===== config.mk =====
export PLATFORM = sky130hd
export DESIGN_NAME = io_uart
export DESIGN_NICKNAME = d
export VERILOG_FILES = /design/src/rtl/io_uart.sv
export SDC_FILE = /design/constraint.sdc
export NUM_CORES = 1
export LEC_CHECK = 0
export BUFFER_PORTS_ARGS = -buffer_cell sky130_fd_sc_hd__buf_2
export CORE_UTILIZATION = 29
export CTS_CLUSTER_DIAMETER = 150
export DETAILED_ROUTE_END_ITERATION = 6
export HOLD_SLACK_MARGIN = 0.03
export PLACE_DENSITY = 0.53
export SLEW_MARGIN = 20
export SYNTH_ARGS = -nofsm -noshare
export SYNTH_HDL_FRONTEND = slang
export SYNTH_SLANG_ARGS = --single-unit

===== constraint.sdc =====
create_clock -name clk -period 5.29 [get_ports clk]
set_input_delay 1.058 -clock clk [delete_from_list [all_inputs] [get_ports clk]]
set_output_delay 1.058 -clock clk [all_outputs]
set_load 0.02 [all_outputs]

===== src/rtl/io_uart.sv =====
// io_uart: UART peripheral on the IO bus.
//
// The peripheral decodes a 16-byte window at BASE_ADDR and acknowledges every
// selected access with a one-cycle io_ready_o pulse in the cycle after the strobe.
// Bytes written to DATA are queued in a TX FIFO and sent on tx_o as 8N1 frames.
// Frames received on rx_i are deserialized into a receive holding register.
//
// Register map (offset = io_addr_i[3:2]):
//   0 DATA   : write pushes a TX byte; read pops the received byte
//   1 STATUS : {tx_full, tx_empty, rx_valid, overrun, framing_err, rx_full} in
//              bits [5:0]; writing 1 to bit 3 or bit 4 clears that flag
//   2, 3     : read as 0; writes are ignored
//
// Optional feature: when the macro UART_RX_FIFO_EN is defined, the receive
// holding register is replaced by a FIFO of 2**TX_DEPTH_LOG2 entries, and
// STATUS bit 5 reports rx_full. Without the macro, STATUS bit 5 reads 0.
//
// Ports:
//   clk, rst                 clock; synchronous active-high reset
//   io_addr_strobe_i         one-cycle access start
//   io_read_strobe_i         read access, qualified by io_addr_strobe_i
//   io_write_strobe_i        write access, qualified by io_addr_strobe_i
//   io_addr_i[31:0]          byte address
//   io_byte_enable_i[3:0]    write lane enables
//   io_write_data_i[31:0]    write data
//   io_read_data_o[31:0]     read data; 0 outside the acknowledge cycle
//   io_ready_o               one-cycle access acknowledge
//   rx_i                     serial input, asynchronous to clk
//   tx_o                     serial output, idles high
module io_uart #(
   parameter logic [31:0] BASE_ADDR     = 32'hC0000100,
   parameter int unsigned CLK_DIV       = 417,
   parameter int unsigned TX_DEPTH_LOG2 = 4
) (
   input  logic        clk,
   input  logic        rst,
   input  logic        io_addr_strobe_i,
   input  logic        io_read_strobe_i,
   input  logic        io_write_strobe_i,
   input  logic [31:0] io_addr_i,
   input  logic [3:0]  io_byte_enable_i,
   input  logic [31:0] io_write_data_i,
   output logic [31:0] io_read_data_o,
   output logic        io_ready_o,
   input  logic        rx_i,
   output logic        tx_o
);

   localparam int unsigned Depth = 2 ** TX_DEPTH_LOG2;
   localparam int unsigned CntW  = $clog2(CLK_DIV);
   localparam logic [CntW-1:0] BitLast  = CntW'(CLK_DIV - 1);
   localparam logic [CntW-1:0] HalfLast = CntW'(CLK_DIV / 2 - 1);

   typedef logic [TX_DEPTH_LOG2:0] ptr_t;

   // ---------------------------------------------------------------------------
   // Bus decode
   // ---------------------------------------------------------------------------
   logic       sel;
   logic [1:0] offset;
   logic       data_wr, stat_wr, data_rd, stat_rd;

   assign sel     = io_addr_strobe_i && (io_addr_i[31:4] == BASE_ADDR[31:4]);
   assign offset  = io_addr_i[3:2];
   assign data_wr = sel && io_write_strobe_i && (offset == 2'd0) && io_byte_enable_i[0];
   assign stat_wr = sel && io_write_strobe_i && (offset == 2'd1) && io_byte_enable_i[0];
   assign data_rd = sel && io_read_strobe_i && (offset == 2'd0);
   assign stat_rd = sel && io_read_strobe_i && (offset == 2'd1);

   logic unused_bus;
   assign unused_bus = ^{io_addr_i[1:0], io_byte_enable_i[3:1], io_write_data_i[31:8]};

   // ---------------------------------------------------------------------------
   // TX FIFO
   // ---------------------------------------------------------------------------
   logic [7:0] tx_mem_q [Depth];
   ptr_t       tx_wr_ptr_q, tx_rd_ptr_q;
   logic       tx_fifo_empty, tx_full, tx_push, tx_pop;

   assign tx_fifo_empty = (tx_wr_ptr_q == tx_rd_ptr_q);
   assign tx_full       = ((tx_wr_ptr_q - tx_rd_ptr_q) == ptr_t'(Depth));
   // A pop in the same cycle frees a slot, so a full FIFO still accepts the push.
   assign tx_push       = data_wr && (!tx_full || tx_pop);

   always_ff @(posedge clk) begin
      if (tx_push) begin
         tx_mem_q[tx_wr_ptr_q[TX_DEPTH_LOG2-1:0]] <= io_write_data_i[7:0];
      end
   end

   always_ff @(posedge clk) begin
      if (rst) begin
         tx_wr_ptr_q <= '0;
         tx_rd_ptr_q <= '0;
      end else begin
         if (tx_push) tx_wr_ptr_q <= tx_wr_ptr_q + 1'b1;
         if (tx_pop)  tx_rd_ptr_q <= tx_rd_ptr_q + 1'b1;
      end
   end

   // ---------------------------------------------------------------------------
   // TX FSM
   // ---------------------------------------------------------------------------
   typedef enum logic [1:0] {TxIdle, TxStart, TxData, TxStop} tx_state_e;

   tx_state_e       tx_state_q, tx_state_d;
   logic [CntW-1:0] tx_cnt_q, tx_cnt_d;
   logic [2:0]      tx_bit_q, tx_bit_d;
   logic [7:0]      tx_shift_q, tx_shift_d;
   logic            tx_empty;

   assign tx_empty = tx_fifo_empty && (tx_state_q == TxIdle);

   always_ff @(posedge clk) begin
      if (rst) begin
         tx_state_q <= TxIdle;
         tx_cnt_q   <= '0;
         tx_bit_q   <= '0;
         tx_shift_q <= '0;
      end else begin
         tx_state_q <= tx_state_d;
         tx_cnt_q   <= tx_cnt_d;
         tx_bit_q   <= tx_bit_d;
         tx_shift_q <= tx_shift_d;
      end
   end

   always_comb begin
      tx_state_d = tx_state_q;
      tx_cnt_d   = tx_cnt_q;
      tx_bit_d   = tx_bit_q;
      tx_shift_d = tx_shift_q;
      tx_pop     = 1'b0;
      tx_o       = 1'b1;
      unique case (tx_state_q)
         TxIdle: begin
            if (!tx_fifo_empty) begin
               tx_pop     = 1'b1;
               tx_shift_d = tx_mem_q[tx_rd_ptr_q[TX_DEPTH_LOG2-1:0]];
               tx_cnt_d   = '0;
               tx_state_d = TxStart;
            end
         end
         TxStart: begin
            tx_o = 1'b0;
            if (tx_cnt_q == BitLast) begin
               tx_cnt_d   = '0;
               tx_bit_d   = '0;
               tx_state_d = TxData;
            end else begin
               tx_cnt_d = tx_cnt_q + 1'b1;
            end
         end
         TxData: begin
            tx_o = tx_shift_q[0];
            if (tx_cnt_q == BitLast) begin
               tx_cnt_d   = '0;
               tx_shift_d = {1'b0, tx_shift_q[7:1]};
               if (tx_bit_q == 3'd7) begin
                  tx_state_d = TxStop;
               end else begin
                  tx_bit_d = tx_bit_q + 1'b1;
               end
            end else begin
               tx_cnt_d = tx_cnt_q + 1'b1;
            end
         end
         TxStop: begin
            if (tx_cnt_q == BitLast) begin
               tx_cnt_d   = '0;
               tx_state_d = TxIdle;
            end else begin
               tx_cnt_d = tx_cnt_q + 1'b1;
            end
         end
         default: tx_state_d = TxIdle;
      endcase
   end

   // ---------------------------------------------------------------------------
   // RX synchronizer and FSM
   // ---------------------------------------------------------------------------
   typedef enum logic [1:0] {RxIdle, RxStart, RxData, RxStop} rx_state_e;

   logic            rx_meta_q, rx_sync_q, rx_prev_q;
   rx_state_e       rx_state_q, rx_state_d;
   logic [CntW-1:0] rx_cnt_q, rx_cnt_d;
   logic [2:0]      rx_bit_q, rx_bit_d;
   logic [7:0]      rx_shift_q, rx_shift_d;
   logic            rx_deliver, fe_set;

   // Synchronizer flops reset high so that leaving reset is not seen as a start edge.
   always_ff @(posedge clk) begin
      if (rst) begin
         rx_meta_q <= 1'b1;
         rx_sync_q <= 1'b1;
         rx_prev_q <= 1'b1;
      end else begin
         rx_meta_q <= rx_i;
         rx_sync_q <= rx_meta_q;
         rx_prev_q <= rx_sync_q;
      end
   end

   always_ff @(posedge clk) begin
      if (rst) begin
         rx_state_q <= RxIdle;
         rx_cnt_q   <= '0;
         rx_bit_q   <= '0;
         rx_shift_q <= '0;
      end else begin
         rx_state_q <= rx_state_d;
         rx_cnt_q   <= rx_cnt_d;
         rx_bit_q   <= rx_bit_d;
         rx_shift_q <= rx_shift_d;
      end
   end

   // The cycle the edge is seen is offset 0 of the start bit; entering RxStart
   // with a zero count makes HalfLast land on offset CLK_DIV/2.
   always_comb begin
      rx_state_d = rx_state_q;
      rx_cnt_d   = rx_cnt_q;
      rx_bit_d   = rx_bit_q;
      rx_shift_d = rx_shift_q;
      rx_deliver = 1'b0;
      fe_set     = 1'b0;
      unique case (rx_state_q)
         RxIdle: begin
            if (rx_prev_q && !rx_sync_q) begin
               rx_cnt_d   = '0;
               rx_state_d = RxStart;
            end
         end
         RxStart: begin
            if (rx_cnt_q == HalfLast) begin
               rx_cnt_d   = '0;
               rx_bit_d   = '0;
               rx_state_d = rx_sync_q ? RxIdle : RxData;
            end else begin
               rx_cnt_d = rx_cnt_q + 1'b1;
            end
         end
         RxData: begin
            if (rx_cnt_q == BitLast) begin
               rx_cnt_d   = '0;
               rx_shift_d = {rx_sync_q, rx_shift_q[7:1]};
               if (rx_bit_q == 3'd7) begin
                  rx_state_d = RxStop;
               end else begin
                  rx_bit_d = rx_bit_q + 1'b1;
               end
            end else begin
               rx_cnt_d = rx_cnt_q + 1'b1;
            end
         end
         RxStop: begin
            if (rx_cnt_q == BitLast) begin
               rx_cnt_d   = '0;
               rx_deliver = rx_sync_q;
               fe_set     = !rx_sync_q;
               rx_state_d = RxIdle;
            end else begin
               rx_cnt_d = rx_cnt_q + 1'b1;
            end
         end
         default: rx_state_d = RxIdle;
      endcase
   end

   // ---------------------------------------------------------------------------
   // Receive storage
   // ---------------------------------------------------------------------------
   logic       rx_valid, rx_full_bit, ovr_set;
   logic [7:0] rx_head;

`ifdef UART_RX_FIFO_EN
   logic [7:0] rx_mem_q [Depth];
   ptr_t       rx_wr_ptr_q, rx_rd_ptr_q;
   logic       rx_full, rx_push, rx_pop;

   assign rx_valid    = (rx_wr_ptr_q != rx_rd_ptr_q);
   assign rx_full     = ((rx_wr_ptr_q - rx_rd_ptr_q) == ptr_t'(Depth));
   assign rx_full_bit = rx_full;
   assign rx_head     = rx_mem_q[rx_rd_ptr_q[TX_DEPTH_LOG2-1:0]];
   assign rx_pop      = data_rd && rx_valid;
   assign rx_push     = rx_deliver && (!rx_full || rx_pop);
   assign ovr_set     = rx_deliver && rx_full && !rx_pop;

   always_ff @(posedge clk) begin
      if (rx_push) begin
         rx_mem_q[rx_wr_ptr_q[TX_DEPTH_LOG2-1:0]] <= rx_shift_q;
      end
   end

   always_ff @(posedge clk) begin
      if (rst) begin
         rx_wr_ptr_q <= '0;
         rx_rd_ptr_q <= '0;
      end else begin
         if (rx_push) rx_wr_ptr_q <= rx_wr_ptr_q + 1'b1;
         if (rx_pop)  rx_rd_ptr_q <= rx_rd_ptr_q + 1'b1;
      end
   end
`else
   logic [7:0] rx_byte_q, rx_byte_d;
   logic       rx_valid_q, rx_valid_d;

   assign rx_valid    = rx_valid_q;
   assign rx_full_bit = 1'b0;
   assign rx_head     = rx_byte_q;

   // A DATA read in the delivery cycle empties the register first, so the new
   // byte is taken without flagging overrun.
   always_comb begin
      rx_byte_d  = rx_byte_q;
      rx_valid_d = rx_valid_q;
      ovr_set    = 1'b0;
      if (data_rd) rx_valid_d = 1'b0;
      if (rx_deliver) begin
         if (rx_valid_q && !data_rd) begin
            ovr_set = 1'b1;
         end else begin
            rx_byte_d  = rx_shift_q;
            rx_valid_d = 1'b1;
         end
      end
   end

   always_ff @(posedge clk) begin
      if (rst) begin
         rx_byte_q  <= '0;
         rx_valid_q <= 1'b0;
      end else begin
         rx_byte_q  <= rx_byte_d;
         rx_valid_q <= rx_valid_d;
      end
   end
`endif

   // ---------------------------------------------------------------------------
   // Sticky flags and registered read path
   // ---------------------------------------------------------------------------
   logic        overrun_q, overrun_d, fe_q, fe_d;
   logic        ready_q;
   logic [31:0] rdata_q, rdata_d;
   logic [31:0] status;

   assign status = {26'b0, rx_full_bit, fe_q, overrun_q, rx_valid, tx_empty, tx_full};

   // A new event in the same cycle as a clear wins, so it is never lost.
   always_comb begin
      overrun_d = overrun_q;
      fe_d      = fe_q;
      if (stat_wr && io_write_data_i[3]) overrun_d = 1'b0;
      if (stat_wr && io_write_data_i[4]) fe_d = 1'b0;
      if (ovr_set) overrun_d = 1'b1;
      if (fe_set)  fe_d = 1'b1;
   end

   always_comb begin
      rdata_d = '0;
      if (data_rd && rx_valid) rdata_d = {24'b0, rx_head};
      if (stat_rd) rdata_d = status;
   end

   always_ff @(posedge clk) begin
      if (rst) begin
         overrun_q <= 1'b0;
         fe_q      <= 1'b0;
         ready_q   <= 1'b0;
         rdata_q   <= '0;
      end else begin
         overrun_q <= overrun_d;
         fe_q      <= fe_d;
         ready_q   <= sel;
         rdata_q   <= rdata_d;
      end
   end

   assign io_ready_o     = ready_q;
   assign io_read_data_o = rdata_q;

endmodule


==> summary by stage, run 1 <==
Run status
The run finished with clean final reports.

Route
The vias after detailed routing is 5294. The uppermost metal layer occupied by signal nets is met4. For this block, the routed nets add up to 18.1 mm of wire. The first routing iteration left 327 violations. After detailed routing, the wire length on met1 is 8.45 mm. The first detailed-routing pass ran for 4 iterations. In the detailed route, the total length drawn on met3 is 719 µm.

Dividing the detail-routed wire length by the instance count gives 16.1 µm. Detailed routing placed a total of 8.61 mm of wire on met2. For this run, design rule violations remaining after detail routing come to 0. The via-per-instance ratio is 4.71.

The remaining antenna violation count is 0.

Layout
0 antenna diodes ended up in the layout. The utilization after layout is 33.8%. The post-route netlist has 20.4% of its cells at a drive strength greater than 1. The net count of the finished layout is 806.

The area growth from synthesis to layout is 14.3%. The number of inserted filler cells in the final layout is 3017. The count of cells in the finished layout, fillers not included, comes to 1123.

GRT
The pin count of the biggest net entering global routing is 81. The total routing usage reported by global routing is 11.7%. The first global-routing pass estimated 28.6 mm of wire. The initial antenna violation count was 0. The total overflow left after global routing is 0. The number of global-route vias before repair was 5170.

Worst setup path
The largest driver fanout on the critical path is 14. For the worst setup path, the data required time is 4.23 ns. The arrival time of the worst setup path is 2.34 ns.

The category of the worst setup path capture point is a primary output. The register-to-register setup slack is 2.19 ns. The start-to-end type of the worst setup path is flip-flop to primary output. The number of cells on the worst reg-to-reg path is 6. The launching element type of the critical path is a flip-flop. The startpoint identified for the worst register-to-register timing path is tx_wr_ptr_q[2]$_SDFFE_PP0P_. The endpoint of the worst register-to-register path is tx_mem_q[6][4]$_DFFE_PP_.

Synth
The fraction of registers with async set/reset is 0%. The number of warnings reported in the yosys synthesis log is 0. After technology mapping, the gate count stands at 659.

The synthesized netlist contains 62 unique library cells. Among all flip-flop cells after synthesis, the most frequent one is edfxtp_1. The post-synthesis sequential element count is 209. The mean instance size in the synthesized netlist is 13.7 µm².

The synthesized netlist occupies a cell area of 9040 µm². The part of the Yosys area used for sequential elements is 60.5%. Yosys mapped a number of flops with a built-in enable equal to 128.

Worst hold path
The path with the worst hold slack has its endpoint at rx_sync_q$_SDFF_PP1_. The startpoint identified for the worst hold timing path is rx_meta_q$_SDFF_PP1_. Counting instances, the worst hold path has a depth of 1. In this run the worst hold path is classified as flip-flop to flip-flop.

Clock network
The quantity of hold-fixing buffers added after cts is 0. The maximum buffer depth of the clock tree is 3. The clock-pin slew on the worst setup and hold paths is 0.05 ns. In this run the number of H-tree levels came out at 1.

The total setup buffers inserted after CTS is 0. The number of clock sinks is 209. At the later pin of the worst-skew pair, clock insertion delay measures 0.51 ns. TritonCTS built the clock tree. After clock tree synthesis, the repair step resized 0 gates. The clock root buffer master is clkbuf_16. Buffers inserted during clock tree synthesis total 23.

Floorplanning
During I/O placement, the number of pins put on the boundary was 108. From bottom edge to top edge, the die measures 179 µm. Once the floorplan was initialized, standard cells occupied 29.6% of the core. The core region is 30600 µm². The floorplan step defined a die boundary enclosing 31900 µm². The number of placement rows is 64.

The die is 179 µm wide.

Timing
Setup repair after global routing left no endpoint under its margin. The top achievable clock speed is 0.294 GHz. The final count of pins violating max slew is 0. The transition at the pin with the smallest max-transition slack is 0.984 ns.

Counting I/O delays and the setup requirement, the final critical path takes 3.40 ns. The hold slack is 0.409 ns. The count of endpoints failing hold in the final timing report is 0. The worst pin sits at a relative slew slack of 33.9%. The final worst-path cycle share is 64.2%. On the final layout, the worst clock skew is 0.0151 ns. The total negative slack is 0 ns. The minimum setup slack in the final design is 1.89 ns. The count of final setup violators is 0.

Placement
At the end of routability-driven placement, the weighted congestion stood at 0.731. Including well taps, the total number of placed cells is 1081. The worst slack after detailed placement is 1.62 ns.

The detailed placer's ending HPWL is 11.5 mm. Port buffering added 54 buffers.

Power and ir drop
The total power density per cell area is 384 nW/µm². The static leakage is 0.00347 µW. Across the VDD grid, the largest voltage drop is 0.238 mV.

Flow run
Across the run, the number of max-cap violations was 0.
-- layer usage --
metal | track usage [%] | vias up
met5 | 0 | -
met4 | 3.32 | 0
met3 | 2.05 | 22
met2 | 19.2 | 103
met1 | 15.7 | 2597
li1 | - | 2572
-- worst max path at each step --
| stage | from | to | slack, ns | cells past startpoint |
|---|---|---|---|---|
| 2_1_floorplan | io_addr_i[20] | tx_mem_q[15][0]$_DFFE_PP_ | 2.24 | 5 |
| 4_1_cts | tx_state_q[0]$_SDFFE_PP0P_ | tx_o | 1.86 | 5 |
| 3_5_place_dp | io_addr_i[10] | tx_mem_q[11][0]$_DFFE_PP_ | 1.62 | 6 |
| 5_1_grt | tx_state_q[0]$_SDFFE_PP0P_ | tx_o | 1.73 | 5 |
| 3_3_place_gp | io_addr_i[10] | tx_mem_q[7][5]$_DFFE_PP_ | 1.65 | 6 |
| 6_report | tx_state_q[0]$_SDFFE_PP0P_ | tx_o | 1.89 | 5 |
-- per-stage QoR --
| stage | cell area (µm²) | power (µW) |
|---|---|---|
| 2_1_floorplan | 9130 | 2350 |
| 3_3_place_gp | 9610 | 2490 |
| 3_5_place_dp | 9610 | 2500 |
| 4_1_cts | 10300 | 4020 |
| 5_1_grt | 10300 | 4150 |
| 6_report | 10300 | 3960 |
-- registers in the layout (all words and copies together), names as in the netlist, named ones only --
register and count:
fe_q 1, io_read_data_o 8, io_ready_o 1, overrun_q 1, rx_bit_q 3, rx_byte_q 8, rx_cnt_q 9, rx_meta_q 1
rx_prev_q 1, rx_shift_q 8, rx_state_q 1, rx_sync_q 1, rx_valid 1, tx_bit_q 3, tx_cnt_q 9, tx_mem_q 128
tx_rd_ptr_q 5, tx_shift_q 8, tx_state_q 2, tx_wr_ptr_q 5
-- placed cells by master (no fill, tap or decap), types with 5 or more instances in the layout --
master     instances
nand4b_1           5
a311oi_1          16
mux4_2            40
o21ai_0           13
nand2b_1          22
and3_1            23
nand3b_1           6
nor2_1            43
dfxtp_1           80
a22oi_1            5
o31ai_1            5
nor3_1             7
nand2_1           34
and2_1             5
clkbuf_16         24
conb_1            24
or2_2              5
nand3_1            8
edfxtp_1         128
inv_1             17
nand4_1            8
buf_2             54
a22o_1             7
mux2i_1           17
a21oi_1           28
ha_1              22
clkbuf_1          10
-- Yosys cell counts, drive strengths merged, types with 3 or more instances --
cell | instances | area share [%]
a21oi | 28 | 1.6
a22o | 7 | 0.68
a22oi | 5 | 0.42
a311oi | 16 | 1.6
a41oi | 4 | 0.39
and2 | 5 | 0.35
and3 | 23 | 1.6
buf | 32 | 2.5
clkbuf | 23 | 0.95
dfxtp | 81 | 18
edfxtp | 128 | 43
ha | 22 | 3.0
inv | 17 | 0.71
mux2i | 17 | 1.9
mux4 | 40 | 10
nand2 | 34 | 1.4
nand2b | 22 | 1.5
nand3 | 8 | 0.44
nand3b | 6 | 0.50
nand4 | 9 | 0.69
nand4b | 5 | 0.48
nor2 | 45 | 2.0
nor2b | 4 | 0.28
nor3 | 7 | 0.39
nor3b | 3 | 0.25
nor4 | 6 | 0.69
nor4b | 4 | 0.60
o21ai | 14 | 0.78
o31ai | 5 | 0.42
or2 | 5 | 0.35
or3 | 3 | 0.21
or4 | 3 | 0.25
xnor2 | 4 | 0.39
-- power breakdown --
part	total (µW)	switching, µW	internal, µW	leakage [µW]
registers	1850	76.4	1780	0.00180
clock network	1520	623	894	0.000349
logic	596	319	277	0.00131
total	3960	1020	2950	0.00347
-- area by class of cell --
class / count / area (µm²) / area share [%]
timing repair buffer: 58 / 300 / 2.91
multi-input combinational: 401 / 3280 / 31.8
sequential: 209 / 5470 / 52.9
clock inverter: 4 / 25.0 / 0.242
tap: 396 / 495 / 4.80
inverter: 17 / 63.8 / 0.618
clock buffer: 38 / 693 / 6.71
-- kinds of logic after synthesis --
group                      Yosys count  synth area share [%]
and+or+nand+nor                    196                  12.4
buffers and inverters               72                  4.17
DFF                                209                  60.5
AOI/OAI and AO/OA                   95                  7.18
other                                1                0.0415
adders and majority gates           22                  3.04
muxes                               58                  12.0
xor gates and xnor gates             6                 0.747
-- critical path: stages, from the launching register on --
cell	delay (ns)
dfxtp_1	0.34
inv_1	0.11
ha_1	0.46
inv_1	0.32
a21oi_1	0.37
buf_2	0.24
Note: power is estimated with default switching activity, not from simulation.
==> run 2: changes to the inputs <==
--- a/config.mk
+++ b/config.mk
@@ -5,6 +5,7 @@
 export SDC_FILE = /design/constraint.sdc
 export NUM_CORES = 1
 export LEC_CHECK = 0
+export ABC_AREA = 1
 export BUFFER_PORTS_ARGS = -buffer_cell sky130_fd_sc_hd__buf_2
 export CORE_UTILIZATION = 29
 export CTS_CLUSTER_DIAMETER = 150
==> constraint.sdc (replaced) <==
create_clock -name clk -period 3.2 [get_ports clk]
set_input_delay 0.64 -clock clk [delete_from_list [all_inputs] [get_ports clk]]
set_output_delay 0.64 -clock clk [all_outputs]
set_load 0.02 [all_outputs]
==> summary by stage, run 2 <==
Run status
The run finished with clean final reports.

GRT
The first global-routing pass estimated 33.7 mm of wire. The initial antenna violation count is 0. The total routing usage reported by global routing is 12.5%. Entering global routing, the biggest net connects 77 pins. The total grt overflow is 0.

The number of global-route vias before repair was 6443.

Clock network
Clock-pin slew was measured on the worst setup and hold paths at 0.06 ns. The number of clock sinks is 209. The clock tree from TritonCTS is done.

The maximum buffer depth of the clock tree is 3. The clock reaches the later pin of the worst-skew pair after 0.53 ns. The maximum level of the CTS H-tree is 1. For this design, the CTS-stage hold fixing added 0 buffers. The total clock buffers created by CTS is 23. The cell sitting at the root of the clock tree is a clkbuf_16.

The total of cells resized after clock tree synthesis is 0. In this run the post-CTS setup repair buffer count came out at 0.

Floorplanning
The number of placement rows is 66. The floorplan step set the die height to 184 µm. The initial cell density of the core is 29.6%.

Measured along the x axis, the die boundary spans 184 µm. The overall die area is 34000 µm². Pin placement for this block handled 108 I/O pins. In this run the standard cell core region covers 32600 µm².

Worst setup path
The largest driver fanout on the critical path is 10. The worst reg2reg path depth is 11. STA puts the critical path data required time at 2.56 ns. The worst setup path is launched from a flip-flop. The category of the worst setup path capture point is a primary output.

The critical path is of the flip-flop to primary output type. The arrival time of the worst setup path is 1.93 ns.

Layout
The final net count is 1208. The flip-flop count of the largest register after layout is 128. Cells with a size suffix above 1 make up 12.4% of the layout. In the layout the commonest cells are nand2_1 (181), inv_1 (144), edfxtp_1 (128). The commonest non-fill, non-tap cell in the layout is nand2_1. The layout has 3360 filler cells. Summing all multi-input logic gate instances after layout gives 3340 µm². 0 antenna diodes ended up in the layout. The area added between synthesis and finish is 15.0%. The total area of sequential cells is 5470 µm².

Synth
For this run, asynchronously set or reset flops after synthesis account for 0%. For this run, the number of Yosys warnings is 0. The mean instance size in the synthesized netlist is 9.16 µm². The most numerous cell in the Yosys netlist is nand2_1. After synthesis, the netlist uses 44 different library cells. In the synthesized netlist the dominant register cell turns out to be edfxtp_1.

The post-synthesis cell count is 1053. In the synthesized netlist, the cells that appear most often are nand2_1 (181), inv_1 (144), edfxtp_1 (128). The synthesized netlist occupies a cell area of 9650 µm².

The top cell type by total area after synthesis is edfxtp_1. The share of the Yosys chip area taken by registers is 56.6%. In the post-synthesis netlist, the biggest area contributors are edfxtp_1 (40%), dfxtp_1 (17%), nand2_1 (7.0%). The post-synthesis sequential element count is 209.

The top cell type's share of synthesized area is 39.8%. The number of enable-type register cells in the synthesized netlist is 128.

Placement
The congestion estimate from routability-driven global placement came to 0.762. During placement, the flow inserted port buffers numbering 54. At the placement stage, the worst setup path has a slack of 0.630 ns.

The detailed placer's ending HPWL is 13.7 mm.

Power and ir drop
IR analysis of the VDD net gives a maximum drop of 0.372 mV. Power spread over the standard cell area amounts to 634 nW/µm². For this design the static power due to leakage is 0.00423 µW.

Timing
The count of final setup violators is 0. The final count of pins violating max slew is 0. The remaining max-slew budget at the tightest pin is 51.4%. For the final database, setup skew stands at 0.0216 ns. The final worst-path cycle share is 80.5%.

The count of endpoints failing hold in the final timing report came to 0. The final period demand of the worst path is 2.57 ns. In the post-route analysis, the smallest setup slack over all paths is 0.625 ns.

Setup repair after global routing left no endpoint under its margin. Based on the critical path, the design can be clocked at up to 0.388 GHz. The transition at the pin with the smallest max-transition slack is 0.727 ns. Adding up every negative setup slack in the final design gives 0 ns.

Route
The final route contains 6802 vias. The remaining antenna violation count is 0. The routed wire length is 20.7 mm. After detailed routing, the number of vias per cell comes to 4.33. The first routing iteration left 414 violations. The detail-routed net length per standard cell is 13.2 µm. In the routed design, unresolved DRC markers number 0. The pre-antenna-repair detailed-routing pass consisted of 4 iterations.

Worst hold path
The number of stages on the worst hold path is 2. The path class of the tightest hold or removal check is input pin to flip-flop.

Flow run
The count of maximum capacitance violations is 0.
## run 2: cells by family (layout without fill, tap and decap cells)
logic type	after synthesis	count (layout)	share of synthesized area (%)
and+or+nand+nor	417	417	19.0
buffers and inverters	211	264	9.65
DFF	209	209	56.6
AOI/OAI and AO/OA	189	189	11.5
adders and majority gates	22	22	2.85
xor gates and xnor gates	4	4	0.363
other	1	24	0.0389
## run 2: layout make-up
cell class / instances / area share (%)
inverters: 148 / 5.01
clock inverters: 10 / 0.846
repair buffers: 74 / 3.90
flip-flops and latches: 209 / 49.3
multi-input cells: 656 / 30.1
clock buffers: 32 / 5.88
well taps: 442 / 4.98
## run 2: critical path, cell delays in order (launching register included)
cell and delay (ns):
dfxtp_1 0.38, inv_1 0.10, ha_1 0.33, or2_2 0.36
nand2_1 0.08, buf_2 0.18
## run 2: worst paths after layout
| check | to | from | slack [ns] |
|---|---|---|---|
| worst min-delay path | rx_meta_q$_SDFF_PP1_ | rx_i | 0.31 |
| worst max-delay path | tx_o | tx_state_q[0]$_SDFFE_PP0P_ | 0.63 |
| worst min register to register | rx_sync_q$_SDFF_PP1_ | rx_meta_q$_SDFF_PP1_ | 0.41 |
| worst max register to register | tx_mem_q[14][1]$_DFFE_PP_ | tx_wr_ptr_q[2]$_SDFFE_PP0P_ | 0.78 |
## run 2: where the power goes
part	switching [µW]	internal [µW]	leakage (µW)
Combinational	928	435	0.00207
Sequential	113	2940	0.00181
Clock	1090	1520	0.000362
## run 2: per-layer routing
metal	vias to the layer above	GRT usage (%)	wire length, µm
met2	92	20.0	9300
met1	3102	17.3	10300
li1	3580	-	-
met3	28	2.07	730
met4	0	3.47	454
met5	-	0	0
## run 2: stage by stage
step,util [%],hold slack [ns],power (µW),cell area (µm²),std cells
floorplan,-,0.389,4140,9730,1076
global placement,31.7,0.396,4470,10300,1529
detailed placement,31.7,0.403,4490,10300,1529
CTS,34.0,0.292,7120,11100,1571
global route,34.0,0.291,7430,11100,1571
finish,34.0,0.309,7030,11100,1571
